--- src/rtl/nanorv32_intc_if.sv ---
// Core-facing irq/ack/return handshake plus the word-addressed configuration port.
// master = interrupt controller side, slave = core / SoC side.
interface nanorv32_intc_if;
    logic        irq;
    logic [4:0]  irq_id;
    logic        in_service;
    logic        irq_ack;
    logic        reti_inst_detected;
    logic        cfg_wr;
    logic [1:0]  cfg_addr;
    logic [31:0] cfg_wdata;
    logic [31:0] cfg_rdata;

    modport master (
        output irq, irq_id, in_service, cfg_rdata,
        input  irq_ack, reti_inst_detected, cfg_wr, cfg_addr, cfg_wdata
    );
    modport slave (
        input  irq, irq_id, in_service, cfg_rdata,
        output irq_ack, reti_inst_detected, cfg_wr, cfg_addr, cfg_wdata
    );
endinterface

--- src/rtl/nanorv32_intc.sv ---
// nanorv32 interrupt controller: per-source edge/level pending, fixed priority, REQ/SERVICE tracking.
// Optional NANORV32_INTC_SYNC_EN adds a two-flop synchronizer per source ahead of sensing.
module nanorv32_intc_lane (
    input  logic clk,
    input  logic rst_n,
    input  logic src_raw,
    input  logic edge_mode,
    input  logic to_edge,
    input  logic clr,
    output logic pend
);
    logic src, rise, src_dly_q, pend_q, pend_d;

`ifdef NANORV32_INTC_SYNC_EN
    logic sync1_q, sync2_q;
    always_ff @(posedge clk or negedge rst_n) begin
        if (!rst_n) begin
            sync1_q <= 1'b0;
            sync2_q <= 1'b0;
        end else begin
            sync1_q <= src_raw;
            sync2_q <= sync1_q;
        end
    end
    assign src = sync2_q;
`else
    assign src = src_raw;
`endif

    assign rise = src & ~src_dly_q;

    // A fresh edge always wins over W1C / ack; leaving level mode drops the level copy.
    always_comb begin
        pend_d = src;
        if (edge_mode)    pend_d = rise | (pend_q & ~clr);
        else if (to_edge) pend_d = rise;
    end

    always_ff @(posedge clk or negedge rst_n) begin
        if (!rst_n) begin
            src_dly_q <= 1'b0;
            pend_q    <= 1'b0;
        end else begin
            src_dly_q <= src;
            pend_q    <= pend_d;
        end
    end

    assign pend = pend_q;
endmodule

module nanorv32_intc #(
    parameter int NUM_IRQ = 8
) (
    input  logic               clk,
    input  logic               rst_n,
    input  logic [NUM_IRQ-1:0] irq_src,
    nanorv32_intc_if.master    bus
);
    typedef enum logic [1:0] {IDLE, REQ, SERVICE} state_t;

    state_t             state_q;
    logic               irq_q, in_service_q;
    logic [4:0]         irq_id_q;
    logic [NUM_IRQ-1:0] enable_q, enable_d, edge_sel_q, edge_sel_d;
    logic [NUM_IRQ-1:0] pending, wdata, w1c, to_edge, id_sel, clr;
    logic               wr_en, wr_pend, wr_edge, ack_fire, still_pend, cand_vld;
    logic [4:0]         cand_id;

    assign wdata   = bus.cfg_wdata[NUM_IRQ-1:0];
    assign wr_en   = bus.cfg_wr && (bus.cfg_addr == 2'd0);
    assign wr_pend = bus.cfg_wr && (bus.cfg_addr == 2'd1);
    assign wr_edge = bus.cfg_wr && (bus.cfg_addr == 2'd2);

    always_comb begin
        enable_d   = enable_q;
        edge_sel_d = edge_sel_q;
        if (wr_en)   enable_d   = wdata;
        if (wr_edge) edge_sel_d = wdata;
    end

    always_ff @(posedge clk or negedge rst_n) begin
        if (!rst_n) begin
            enable_q   <= '0;
            edge_sel_q <= '0;
        end else begin
            enable_q   <= enable_d;
            edge_sel_q <= edge_sel_d;
        end
    end

    assign ack_fire = (state_q == REQ) && bus.irq_ack;
    assign w1c      = wr_pend ? wdata : '0;
    assign to_edge  = wr_edge ? (wdata & ~edge_sel_q) : '0;

    always_comb begin
        id_sel = '0;
        for (int i = 0; i < NUM_IRQ; i++) id_sel[i] = (irq_id_q == 5'(i));
    end

    assign clr = w1c | (ack_fire ? id_sel : '0);

    nanorv32_intc_lane u_lane [NUM_IRQ-1:0] (
        .clk       (clk),
        .rst_n     (rst_n),
        .src_raw   (irq_src),
        .edge_mode (edge_sel_q),
        .to_edge   (to_edge),
        .clr       (clr),
        .pend      (pending)
    );

    // Scan high to low so the lowest index is the last (winning) assignment.
    always_comb begin
        cand_vld = 1'b0;
        cand_id  = '0;
        for (int i = NUM_IRQ - 1; i >= 0; i--) begin
            if (pending[i] && enable_q[i]) begin
                cand_vld = 1'b1;
                cand_id  = 5'(i);
            end
        end
    end

    assign still_pend = |(pending & enable_q & id_sel);

    always_ff @(posedge clk or negedge rst_n) begin
        if (!rst_n) begin
            state_q      <= IDLE;
            irq_q        <= 1'b0;
            irq_id_q     <= '0;
            in_service_q <= 1'b0;
        end else begin
            case (state_q)
                IDLE: if (cand_vld) begin
                    irq_id_q <= cand_id;
                    irq_q    <= 1'b1;
                    state_q  <= REQ;
                end
                REQ: if (bus.irq_ack) begin
                    irq_q        <= 1'b0;
                    in_service_q <= 1'b1;
                    state_q      <= SERVICE;
                end else if (!still_pend) begin
                    irq_q   <= 1'b0;
                    state_q <= IDLE;
                end
                SERVICE: if (bus.reti_inst_detected) begin
                    in_service_q <= 1'b0;
                    state_q      <= IDLE;
                end
                default: begin
                    irq_q        <= 1'b0;
                    in_service_q <= 1'b0;
                    state_q      <= IDLE;
                end
            endcase
        end
    end

    assign bus.irq        = irq_q;
    assign bus.irq_id     = irq_id_q;
    assign bus.in_service = in_service_q;

    always_comb begin
        bus.cfg_rdata = '0;
        case (bus.cfg_addr)
            2'd0: bus.cfg_rdata[NUM_IRQ-1:0] = enable_q;
            2'd1: bus.cfg_rdata[NUM_IRQ-1:0] = pending;
            2'd2: bus.cfg_rdata[NUM_IRQ-1:0] = edge_sel_q;
            default: begin
                bus.cfg_rdata[4:0] = irq_id_q;
                bus.cfg_rdata[8]   = in_service_q;
                bus.cfg_rdata[9]   = irq_q;
            end
        endcase
    end
endmodule

--- src/flat_wrapper.sv ---
// flat-port wrapper written by rule: the top's interface ports become plain ports
module nanorv32_intc_flat 
#(
    parameter int NUM_IRQ = 8
)
  (clk, rst_n, irq_src, bus_irq, bus_irq_id, bus_in_service, bus_cfg_rdata, bus_irq_ack, bus_reti_inst_detected, bus_cfg_wr, bus_cfg_addr, bus_cfg_wdata);
  nanorv32_intc_if bus_i ();
  input  logic clk;
  input  logic rst_n;
  input  logic [NUM_IRQ-1:0] irq_src;
  output wire logic [$bits(bus_i.irq)-1:0] bus_irq;
  output wire logic [$bits(bus_i.irq_id)-1:0] bus_irq_id;
  output wire logic [$bits(bus_i.in_service)-1:0] bus_in_service;
  output wire logic [$bits(bus_i.cfg_rdata)-1:0] bus_cfg_rdata;
  input wire logic [$bits(bus_i.irq_ack)-1:0] bus_irq_ack;
  input wire logic [$bits(bus_i.reti_inst_detected)-1:0] bus_reti_inst_detected;
  input wire logic [$bits(bus_i.cfg_wr)-1:0] bus_cfg_wr;
  input wire logic [$bits(bus_i.cfg_addr)-1:0] bus_cfg_addr;
  input wire logic [$bits(bus_i.cfg_wdata)-1:0] bus_cfg_wdata;
  assign bus_irq = bus_i.irq;
  assign bus_irq_id = bus_i.irq_id;
  assign bus_in_service = bus_i.in_service;
  assign bus_cfg_rdata = bus_i.cfg_rdata;
  assign bus_i.irq_ack = bus_irq_ack;
  assign bus_i.reti_inst_detected = bus_reti_inst_detected;
  assign bus_i.cfg_wr = bus_cfg_wr;
  assign bus_i.cfg_addr = bus_cfg_addr;
  assign bus_i.cfg_wdata = bus_cfg_wdata;
  nanorv32_intc #(.NUM_IRQ(NUM_IRQ)) u_core (.clk(clk), .rst_n(rst_n), .irq_src(irq_src), .bus(bus_i));
endmodule
--- config.mk ---
export PLATFORM = sky130hd
export DESIGN_NAME = nanorv32_intc_flat
export DESIGN_NICKNAME = d
export VERILOG_FILES = /design/src/rtl/nanorv32_intc_if.sv /design/src/rtl/nanorv32_intc.sv /design/src/flat_wrapper.sv
export SDC_FILE = /design/constraint.sdc
export NUM_CORES = 1
export LEC_CHECK = 0
export CORE_MARGIN = 1
export CORE_UTILIZATION = 45
export CTS_CLUSTER_SIZE = 24
export DETAILED_ROUTE_END_ITERATION = 16
export GPL_TIMING_DRIVEN = 0
export PLACE_DENSITY = 0.89
export SETUP_SLACK_MARGIN = 0.02
export SYNTH_ARGS = -nofsm -noshare
export SYNTH_HDL_FRONTEND = slang
export SYNTH_SLANG_ARGS = --single-unit
--- constraint.sdc ---
create_clock -name clk -period 4.12 [get_ports clk]
set_input_delay 0.412 -clock clk [delete_from_list [all_inputs] [get_ports clk]]
set_output_delay 0.412 -clock clk [all_outputs]
set_load 0.1 [all_outputs]
## After elaboration in Yosys (flattened, before gate mapping)

Index checks and enable logic that the tools add are counted.
W data, S select, Z words.

| cells by class | value |
|---|---|
| equality and inequality tests | 15 |
| multiplexer cells | 50 |
| bitwise operators | 47 |
| reductions and logical operators | 21 |

Operator list:

| cell | count |
|---|---|
| $mux W1 | 29 |
| $and A8 B8 Y8 | 3 |
| $mux W3 | 8 |
| $mux W8 | 3 |
| $eq A5 B3 Y1 const B | 4 |
| $not A1 Y1 | 18 |
| $and A1 B1 Y1 | 16 |
| $pmux W5 S3 | 1 |
| $logic_and A1 B1 Y1 | 12 |
| $eq A5 B2 Y1 const B | 2 |
| $mux W2 | 5 |
| $pmux W3 S3 | 1 |
| $reduce_and A3 Y1 | 3 |
| $not A8 Y8 | 1 |
| $or A1 B1 Y1 | 8 |
| $or A8 B8 Y8 | 1 |
| $reduce_or A8 Y1 | 1 |
| $pmux W1 S3 | 2 |
| $pmux W2 S3 | 1 |
| $eq A5 B1 Y1 const B | 1 |
| $logic_not A5 Y1 | 1 |
| $eq A2 B1 Y1 const B | 2 |
| $eq A2 B2 Y1 const B | 2 |
| $logic_not A2 Y1 | 2 |
| 5 further kinds | 6 |

| storage, ports and cells | value |
|---|---|
| bits in registers | 41 |
| input port bits | 47 |
| output and inout bits | 39 |
| logic and storage cells | 155 |

## Depth between registers and ports, before layout

Gate-level depths: netlist of run 1.

| depth | value |
|---|---|
| depth after elaboration | 11 |
| mapped depth | 6 |
| depth with buffers taken out | 4 |

## Hierarchy

Synthesis of run 1 repeated with hierarchy kept, for this count alone.

| unflattened totals | value |
|---|---|
| cell total of the unflattened synthesis | 208 |
| area, all modules | 2,288.4 µm² |

By module, submodules not included:

| module | instances | cells each | area each (µm²) | seq. area each (µm²) |
|---|---|---|---|---|
| nanorv32_intc | 1 | 168 | 1,737.9 | 575.6 |
| nanorv32_intc_lane | 8 | 5 | 68.8 | 50.0 |

## Worst setup path before layout of run 1

No wires, ideal clock.

| path | value |
|---|---|
| path kind | input port to output port |
| start point | in bus_cfg_addr[1] |
| end point | out bus_cfg_rdata[3] |
| arrival | 2,079 ps |
| path slack | 1,629 ps |
| stages on the path | 3 |
| buffers on the path | 1 |
| cell sequence | buf_2 -> mux2i_1 -> o21ai_1 |

| between the ends | value |
|---|---|
| cells in the longest elaborated chain, start to end | 2 |

Ends and longest elaborated chain:

| item | RTL line | text |
|---|---|---|
| start: declaration | flat_wrapper.sv:18 | `input wire logic [$bits(bus_i.cfg_addr)-1:0] bus_cfg_addr;` |
| $eq A2 B2 Y1, or another cell as far along | nanorv32_intc.sv:167 | `case (bus.cfg_addr)` |
| $pmux W5 S3 * | nanorv32_intc.sv:167 |  |
| end: declaration | flat_wrapper.sv:14 | `output wire logic [$bits(bus_i.cfg_rdata)-1:0] bus_cfg_rdata;` |

Mark *: on every way between the ends. The rest lies on a longest branch, timed or not.

## Final worst setup path of run 1

| path | value |
|---|---|
| start point | in bus_cfg_addr[1] |
| end point | out bus_cfg_rdata[7] |

| between the ends | value |
|---|---|
| cells in the longest elaborated chain, start to end | 2 |

Ends and longest elaborated chain:

| item | RTL line |
|---|---|
| $eq A2 B2 Y1, or another cell as far along | nanorv32_intc.sv:167 |
| $pmux W3 S3 * | nanorv32_intc.sv:167 |

Marks and branches as above.

==> flow_summary_export.csv, run 1 <==
group,metric,value,unit
cells_and_area,drive_gt1_share,14.5,%
logic_synthesis,synth_seq_cells,39,
cts,cts_tree,"done",
timing,setup_violations,0,
timing,timing.slew.headroom,35.2,%
logic_synthesis,yosysWarnings,0,
global_routing,grt_max_degree,40,
critical_path,crit_path_start_kind,"primary input",
drt,ant_nets,0,
drt,drt_iter0_drc,154,
drt,remaining_drc_errors,0,
run,maxCapViolations,0,
cells_and_area,area_growth,27.5,%
cts,cts.sinks,39,
timing,fin_worst_skew,0.00148,ns
critical_path,cp_common_cell,"clkdlybuf4s50_1",
place,dpl-instance-area,0.00269,mm²
timing,period_share,81.0,%
critical_path,slowest_stage,"clkdlybuf4s50_1",
place,gp_congestion,0.923,
global_routing,met1_usage,28.4,%
power,powerDensity,615,mW/mm²
place,hpwl,3.47,mm
global_routing,grt_overflow,0,
cells_and_area,final_common_cell,"dfrtp_1",
timing,tightest_slew,0.970,ns
logic_synthesis,syn_area_per_cell,10.1,µm²
timing,rsz0062_at_grt,"false",
critical_path,cp-end-kind,"output pin",
critical_path,r2r-end,"u_core.state_q[0]",
critical_path,max_stage_delay,1.16,ns
cts,cts.reportedPaths.clkPinSlew,0.07,ns
critical_path,worstPathArrival,2.93,ns
floorplanning,rows,24,
floorplanning,num_io_pins,86,
cells_and_area,nNetsFinal,329,
critical_path,ff2ff_path_depth,4,
power,ir_drop,0.340,mV
timing,finalHoldViolations,0,
floorplanning,fp.dieW,71.5,µm
logic_synthesis,netlist_area,0.00217,mm²
cts,clockBufferDepth,2,
cts,cts-htree-levels,2,
critical_path,path_cells,"clkdlybuf4s50_1 -> buf_2 -> nor2b_1 -> nand2_1 -> o21ai_1 -> clkdlybuf4s50_1",
global_routing,grt_pass1_wl,7.78,mm
floorplanning,start_util,48.2,%
cts,cts-root-buf,"clkbuf_8",
place,portBuffers,37,
drt,vias,1770,
cts,ctsResizeCount,0,
critical_path,critical_path_buf_inv_count,3,
drt,viasPerCell,5.28,
run_status,status,"finished clean",
global_routing,track_usage,20.0,%
timing,max_clock_freq,0.300,GHz
critical_path,required,3.71,ns
logic_synthesis,synth-seq-area-share,44.9,%
global_routing,grt_pass1_vias,1613,
critical_path,path_class,"in2out",
cells_and_area,fin_area,0.00277,mm²
timing,finalCriticalPeriod,3.34,ns
floorplanning,dieArea,0.00511,mm²
timing,slew_viol_final,0,
cells_and_area,final_cell_mix,"dfrtp_1 (39), clkdlybuf4s50_1 (36), nand2_1 (29)",
cts,cts_buffers,5,
cells_and_area,diodes,0,
cts,cts_hold_buf,0,
timing,fin_setup_tns,0,ns
min_path,hold_path_class,"in2async",
cells_and_area,fillers,378,
drt,drt_wl_total,4.63,mm
floorplanning,dieHeight,71.5,µm
logic_synthesis,syn_inst,215,
power,leakage,0.00126,µW
floorplanning,core,0.00450,mm²
critical_path,cpLargestDelayFamily,"buffers and inverters",
logic_synthesis,yosysUniqueCellTypes,38,
critical_path,crit_fanout,10,
drt,wl_per_cell,13.8,µm
cts,cts_setup_buffers,0,
global_routing,met2_usage,30.7,%
critical_path,r2r_slack,2.46,ns
global_routing,grt_busiest_layer,"met2",
global_routing,use_met3,4.92,%
cts,clock_latency,0.29,ns
critical_path,r2r-start,"u_core.bus.irq_id[1]",
drt,drtPass1Iterations,4,
global_routing,antenna_found_initial,0,
-- per-stage QoR --
step                      utilization [%]  hold WS, ns  cells  power [µW]  worst slack, ns
after detailed placement             59.7        0.509    327        1460            0.774
final                                61.5        0.216    335        1700            0.782
after global routing                 61.5        0.294    335        1790            0.628
after CTS                            61.5        0.254    335        1710            0.757
after global placement               59.8        0.495    327        1450            0.773
after floorplan                         -        0.116    238        1260             1.63
-- cells by family (layout without fill, tap and decap cells) --
family                 Yosys count  in the layout  synth area share (%)
flip-flops                      39             39                  44.9
AND/OR/NAND/NOR                 60             60                  14.6
multiplexers                    25             25                  14.7
AO/OA/AOI/OAI                   49             49                  14.1
buffers and inverters           41             86                  11.5
other                            1             24                 0.173
-- Yosys cell counts (all sizes together) --
master / n / area (µm²)
inv: 9 / 33.8
nand3b: 1 / 7.51
nor2: 2 / 7.51
a41o: 1 / 10.0
clkbuf: 5 / 18.8
nand2b: 3 / 18.8
mux4: 4 / 90.1
nor4b: 2 / 17.5
and3: 2 / 12.5
a32o: 2 / 20.0
o32a: 1 / 10.0
a21oi: 12 / 60.1
and3b: 3 / 26.3
o211a: 1 / 10.0
nand3: 8 / 40.0
dfrtp: 39 / 976
a311oi: 1 / 8.76
a22oi: 4 / 30.0
or2: 2 / 12.5
conb: 1 / 3.75
nor3: 2 / 10.0
o21ai: 22 / 110
o2111ai: 1 / 8.76
a222oi: 1 / 10.0
a21boi: 1 / 7.51
nor3b: 3 / 33.8
buf: 27 / 198
o31ai: 2 / 20.0
nor4: 1 / 6.26
nand4b: 1 / 8.76
mux2: 16 / 180
nor2b: 1 / 6.26
nand2: 29 / 109
mux2i: 5 / 50.1
-- routing by layer --
layer | up-vias | share of wire [%] | routed length, µm
li1 | 854 | - | -
met1 | 836 | 44 | 2050
met2 | 75 | 47 | 2160
met3 | 5 | 7.8 | 359
met4 | 0 | 1.1 | 53
met5 | - | 0 | 0
-- report_power, final --
part,switching [µW],total [µW],internal [µW]
logic,636,894,258
registers,97.8,565,467
clock network,126,245,119
-- registers in the layout (all words and copies together), names as in the netlist --
name and cells:
u_core.bus.in_service 1, u_core.bus.irq_id 3, u_core.u_lane.pend 8, u_core.state_q 2, u_core.bus.irq 1, u_core.u_lane.src_dly_q 8, u_core.enable_q 8, u_core.edge_sel_q 8
-- how the worst max path moves through the flow --
stage	slack, ns	depth (start not counted)	to	start
final	0.78	6	bus_cfg_rdata[7]	bus_cfg_addr[1]
after global routing	0.63	6	bus_cfg_rdata[7]	bus_cfg_addr[1]
after CTS	0.76	6	bus_cfg_rdata[7]	bus_cfg_addr[1]
after detailed placement	0.77	6	bus_cfg_rdata[7]	bus_cfg_addr[1]
after global placement	0.77	6	bus_cfg_rdata[3]	bus_cfg_addr[1]
after floorplan	1.63	3	bus_cfg_rdata[3]	bus_cfg_addr[1]
-- layout make-up --
class	instances	area [µm²]	area share, %
Inverter	9	33.8	1.22
Sequential cell	39	976	35.2
Buffer	32	216	7.81
Tap cell	52	65.1	2.35
Clock buffer	7	76.3	2.76
Clock inverter	1	5.00	0.181
Multi-Input combinational cell	158	1030	37.3
Timing Repair Buffer	37	365	13.2
Note: power is estimated with default switching activity, not from simulation.
==> run 2: changes to the inputs <==
CORE_UTILIZATION = 44   (was 45)
PLACE_DENSITY = 0.87   (was 0.89)
clock period = 3.3 ns   (was 4.12 ns; I/O delays follow)
==> run 2 against run 1 <==
Against the previous run:
- critical path depth unchanged
- non-clock buffer count unchanged
- total power increased by 28%
- die area increased by 2.2%
- clock-buffer cell count increased by 1
- design area increased by 1.5%
- first-iteration DRC count decreased by 12%
==> flow_summary_export.csv, run 2 (synthesis results as in run 1) <==
group,metric,value,unit
floorplanning,num_io_pins,86,
run_status,status,"finished clean",
critical_path,cp_common_cell,"clkdlybuf4s50_1",
global_routing,grt_pass1_vias,1652,
cells_and_area,multi_input_area,0.00103,mm²
timing,max_clock_freq,0.315,GHz
critical_path,critical_path_buf_inv_count,3,
timing,finalCriticalPeriod,3.17,ns
critical_path,crit_path_start_kind,"primary input",
run,maxCapViolations,0,
power,switching_share,49.6,%
power,leakage,0.00129,µW
floorplanning,fp.dieW,72.3,µm
floorplanning,dieHeight,72.3,µm
cells_and_area,drive_gt1_share,14.8,%
min_path,hold_path_class,"in2async",
floorplanning,core,0.00472,mm²
cts,cts.sinks,39,
power,powerDensity,773,mW/mm²
cts,clock_latency,0.30,ns
timing,period_share,96.1,%
global_routing,grt_pass1_wl,7.85,mm
cells_and_area,diodes,0,
critical_path,slowest_stage,"clkdlybuf4s50_1",
power,internal_power,1100,µW
drt,top_layer,"met4",
timing,postLayoutSetupSlackWorst,0.130,ns
power,power_frac_clock,16.4,%
timing,rsz0062_at_grt,"false",
floorplanning,start_util,46.0,%
drt,drtPass1Iterations,4,
power,power.switching,1080,µW
critical_path,crit_fanout,10,
critical_path,cp-end-kind,"output pin",
cts,cts.reportedPaths.clkPinSlew,0.07,ns
critical_path,max_stage_delay,1.16,ns
critical_path,cpLargestDelayFamily,"buffers and inverters",
drt,drt_iter0_drc,135,
drt,vias,1760,
global_routing,antenna_found_initial,0,
timing,finalHoldViolations,0,
cells_and_area,area_growth,29.5,%
critical_path,worstPathArrival,2.84,ns
cells_and_area,nNetsFinal,329,
cells_and_area,final_common_cell,"dfrtp_1",
power,p_seq_share,32.3,%
place,gp_congestion,0.858,
drt,drt_wl_total,4.76,mm
cts,cts_tree,"done",
place,hpwl,3.46,mm
power,pwr-share-comb,51.3,%
cts,clockBufferDepth,2,
drt,remaining_drc_errors,0,
drt,wl_met2,2.27,mm
timing,setup_violations,0,
timing,fin_worst_skew,0.00499,ns
drt,dr_wl_met3,270,µm
global_routing,grt_overflow,0,
critical_path,path_class,"in2out",
power,ir_drop,0.526,mV
cts,cts_buffers,5,
cts,cts-root-buf,"clkbuf_8",
drt,viasPerCell,5.03,
timing,timing.slew.headroom,34.3,%
drt,ant_nets,0,
global_routing,track_usage,20.1,%
cells_and_area,fillers,418,
timing,tightest_slew,0.982,ns
cells_and_area,final_cell_mix,"dfrtp_1 (39), clkdlybuf4s50_1 (34), nand2_1 (29)",
place,preCtsSetupSlack,0.104,ns
cts,cts-htree-levels,2,
critical_path,required,2.97,ns
drt,wl_per_cell,13.6,µm
drt,met1_length,2.12,mm
timing,slew_viol_final,0,
floorplanning,dieArea,0.00522,mm²
critical_path,path_cells,"clkdlybuf4s50_1 -> buf_2 -> nor2b_1 -> nand2_1 -> o21ai_1 -> clkdlybuf4s50_1",
floorplanning,rows,25,
global_routing,grt_max_degree,40,
timing,fin_setup_tns,0,ns
cells_and_area,layout.area.seq,976,µm²
place,portBuffers,37,
run 2: cell count changes in the layout (fill, tap and decap cells not counted):
cell | previous run | this run
clkbuf_8 | 5 | 7
clkdlybuf4s50_1 | 36 | 34
dlymetal6s2s_1 | 0 | 2
clkbuf_1 | 7 | 6
clkinv_2 | 1 | 0
run 2: path summary, 6_finish.rpt:
path                                  startpoint                    endpoint  slack, ns  depth (start not counted)
hold / removal                             rst_n  u_core.u_lane[2].src_dly_q       0.14                          1
min in group clk                      irq_src[3]  u_core.u_lane[3].src_dly_q       0.50                          1
max in group asynchronous                  rst_n          u_core.enable_q[4]       2.62                          1
setup / recovery                 bus_cfg_addr[1]            bus_cfg_rdata[6]       0.13                          6
setup reg to reg            u_core.bus.irq_id[1]           u_core.state_q[0]       1.61                          4
hold reg to reg            u_core.bus.in_service       u_core.bus.in_service       0.50                          2
run 2: what timing repair did:
item / in CTS / in global routing
endpoints found under the setup margin: 0 / 2
gates resized for setup: 0 / 2
hold buffers: 0 / 0
buffers inserted: 0 / 0
run 2: worst register-to-register path: stages (launching register included):
cell	delay (ns)
dfrtp_1	0.44
clkbuf_1	0.40
mux4_2	0.38
o32a_1	0.20
o31ai_2	0.18
run 2: through the flow:
step                utilization (%)  instances  power (µW)  hold slack, ns  area, µm²
floorplan                         -        238        1570          0.0344       2260
global placement               57.4        342        1800           0.489       2710
detailed placement             57.3        342        1830           0.491       2710
CTS                            59.4        350        2180           0.168       2810
global route                   59.5        350        2290           0.215       2810
finish                         59.5        350        2170           0.140       2810
run 2: per-layer routing:
layer  vias to the layer above  global-route usage, %
li1                        859                      -
met1                       838                   27.1
met2                        54                   31.3
met3                         9                   4.17
met4                         0                   8.93
met5                         -                      0
run 2: layout make-up:
type,instances,area share (%)
buffer,32,7.70
clock buffer,8,3.56
tap,67,2.98
inverter,9,1.20
sequential,39,34.7
multi-input combinational,158,36.7
timing repair buffer,37,13.2
run 2: power groups by stage:
stage | clock (µW) | combinational, µW | sequential, µW
6_report | 356 | 1120 | 702
2_1_floorplan | 0 | 672 | 895
3_3_place_gp | 0 | 1100 | 704
4_1_cts | 364 | 1120 | 700
5_1_grt | 392 | 1180 | 721
3_5_place_dp | 0 | 1120 | 709
==> run 3: changes to the inputs <==
CORE_UTILIZATION = 45   (was 44)
DONT_BUFFER_PORTS = 1   (was unset)
PLACE_DENSITY = 0.66   (was 0.87)
==> run 3 against run 2 <==
Against the previous run:
- via count down 9.0%
- clock-buffer cell count unchanged
- hold slack got worse by 0.080 ns
- register-to-register slack worse by 0.65 ns
- sequential power rose by 32%
- total power decreased by 5.7%
- first-iteration DRC count fell by 47%
- sequential cell count stayed put
- critical path type is now reg2out
- largest cell class unchanged
==> flow_summary_export.csv, run 3 (synthesis results as in run 1) <==
group,metric,value,unit
run_status,status,"finished clean",
cts,cts_tree,"done",
cells_and_area,fillers,407,
critical_path,slowest_stage,"dfrtp_1",
power,switching_share,51.8,%
critical_path,worstPathArrival,2.47,ns
power,power.total,2050,µW
place,hpwl,3.38,mm
cts,cts-root-buf,"clkbuf_8",
timing,tightest_slew,1.12,ns
cells_and_area,nNetsFinal,294,
timing,slew_viol_final,0,
floorplanning,dieArea,0.00511,mm²
drt,drt_iter0_drc,71,
power,ir_drop,0.417,mV
critical_path,crit_fanout,10,
min_path,hold_depth,0,
floorplanning,fp.dieW,71.5,µm
place,gp_congestion,0.850,
floorplanning,rows,24,
critical_path,max_stage_delay,1.03,ns
cells_and_area,diodes,0,
drt,wl_per_cell,15.6,µm
critical_path,crit_path_start_kind,"register",
global_routing,grt_pass1_vias,1547,
drt,viasPerCell,5.34,
cts,cts.sinks,39,
cells_and_area,final_common_cell,"dfrtp_1",
timing,finalCriticalPeriod,2.80,ns
critical_path,r2r_slack,0.96,ns
timing,max_clock_freq,0.357,GHz
power,power.switching,1060,µW
power,powerDensity,829,mW/mm²
timing,timing.slew.headroom,25.6,%
drt,vias,1601,
floorplanning,start_util,48.2,%
critical_path,required,2.97,ns
cts,cts-htree-levels,2,
global_routing,grt_max_degree,40,
power,pwr-share-comb,37.5,%
drt,top_layer,"met4",
critical_path,path_class,"reg2out",
critical_path,r2r-end,"u_core.state_q[0]",
global_routing,antenna_found_initial,0,
cells_and_area,layout.area.seq,976,µm²
power,power_frac_clock,17.3,%
cells_and_area,multi_input_area,0.00105,mm²
critical_path,r2r-start,"u_core.bus.irq_id[1]",
drt,ant_nets,0,
min_path,hold-path-endpoint,"u_core.u_lane[0].src_dly_q",
drt,dr_wl_met3,371,µm
timing,period_share,84.8,%
place,portBuffers,0,
timing,finalHoldViolations,0,
floorplanning,dieHeight,71.5,µm
cells_and_area,final_cell_mix,"dfrtp_1 (39), nand2_1 (29), buf_4 (25)",
timing,fin_worst_skew,0.0100,ns
min_path,hold_path_class,"in2reg",
power,leakage,0.00115,µW
cells_and_area,drive_gt1_share,19.0,%
global_routing,track_usage,19.8,%
run,maxCapViolations,0,
floorplanning,num_io_pins,86,
cts,clock_latency,0.29,ns
timing,hold_slack,0.0597,ns
drt,met1_length,1.97,mm
critical_path,ff2ff_path_depth,4,
timing,setup_violations,0,
timing,fin_setup_tns,0,ns
critical_path,path_cells,"clkbuf_1 -> mux4_2",
cells_and_area,area_growth,13.8,%
timing,rsz0062_at_grt,"false",
floorplanning,core,0.00450,mm²
drt,wl_met2,2.32,mm
cts,clockBufferDepth,2,
min_path,hp-start,"irq_src[0]",
drt,remaining_drc_errors,0,
cts,cts_setup_buffers,0,
global_routing,grt_overflow,0,
critical_path,cp-end-kind,"output pin",
power,p_seq_share,45.2,%
cts,cts_buffers,5,
drt,drtPass1Iterations,4,
global_routing,grt_pass1_wl,7.78,mm
cts,ctsResizeCount,0,
power,internal_power,988,µW
drt,drt_wl_total,4.69,mm
cts,cts.reportedPaths.clkPinSlew,0.08,ns
run 3: power groups by stage:
| stage | combinational, µW | clock, µW | sequential (µW) |
|---|---|---|---|
| after floorplan | 672 | 0 | 895 |
| after global placement | 737 | 0 | 931 |
| after detailed placement | 753 | 0 | 936 |
| after CTS | 771 | 356 | 925 |
| after global routing | 824 | 380 | 946 |
| final | 769 | 355 | 926 |
run 3: layout make-up:
class / count / area share (%)
sequential: 39 / 39.5
clock buffer: 8 / 4.05
multi-input combinational: 158 / 42.5
buffer: 32 / 8.76
inverter: 9 / 1.37
timing repair buffer: 2 / 1.21
tap: 52 / 2.63
run 3: critical path: cells and delay by family (launching register included):
kind	cells	cell delay, ns
buffers and inverters	1	0.45
flip-flops	1	1.03
multiplexers	1	0.70
run 3: how the worst max path moves through the flow:
stage                               startpoint                to  slack (ns)  cells past startpoint
after floorplan                bus_cfg_addr[1]  bus_cfg_rdata[3]        0.97                      3
after global placement         bus_cfg_addr[1]  bus_cfg_rdata[4]        0.82                      3
after detailed placement  u_core.bus.irq_id[0]  bus_cfg_rdata[0]        0.83                      2
after CTS                 u_core.bus.irq_id[0]  bus_cfg_rdata[0]        0.52                      2
after global routing      u_core.bus.irq_id[0]  bus_cfg_rdata[0]        0.40                      2
final                     u_core.bus.irq_id[0]  bus_cfg_rdata[0]        0.50                      2
run 3: metrics by stage:
| step | cell area, µm² | worst slack (ns) | std cells | utilization [%] |
|---|---|---|---|---|
| 2_1_floorplan | 2260 | 0.973 | 238 | - |
| 3_3_place_gp | 2320 | 0.824 | 290 | 51.6 |
| 3_5_place_dp | 2340 | 0.834 | 290 | 52.0 |
| 4_1_cts | 2470 | 0.515 | 300 | 54.9 |
| 5_1_grt | 2470 | 0.404 | 300 | 54.9 |
| 6_report | 2470 | 0.502 | 300 | 54.9 |
run 3: timing repair:
item,4_1_cts,5_1_grt
setup endpoints to repair,0,0
hold endpoints to repair,39,0
hold buffers,2,0
run 3: per-layer routing:
layer / vias up / track usage [%]
met5: - / 0
met4: 0 / 4.14
met3: 4 / 6.75
met2: 58 / 32.4
met1: 759 / 25.9
li1: 780 / -
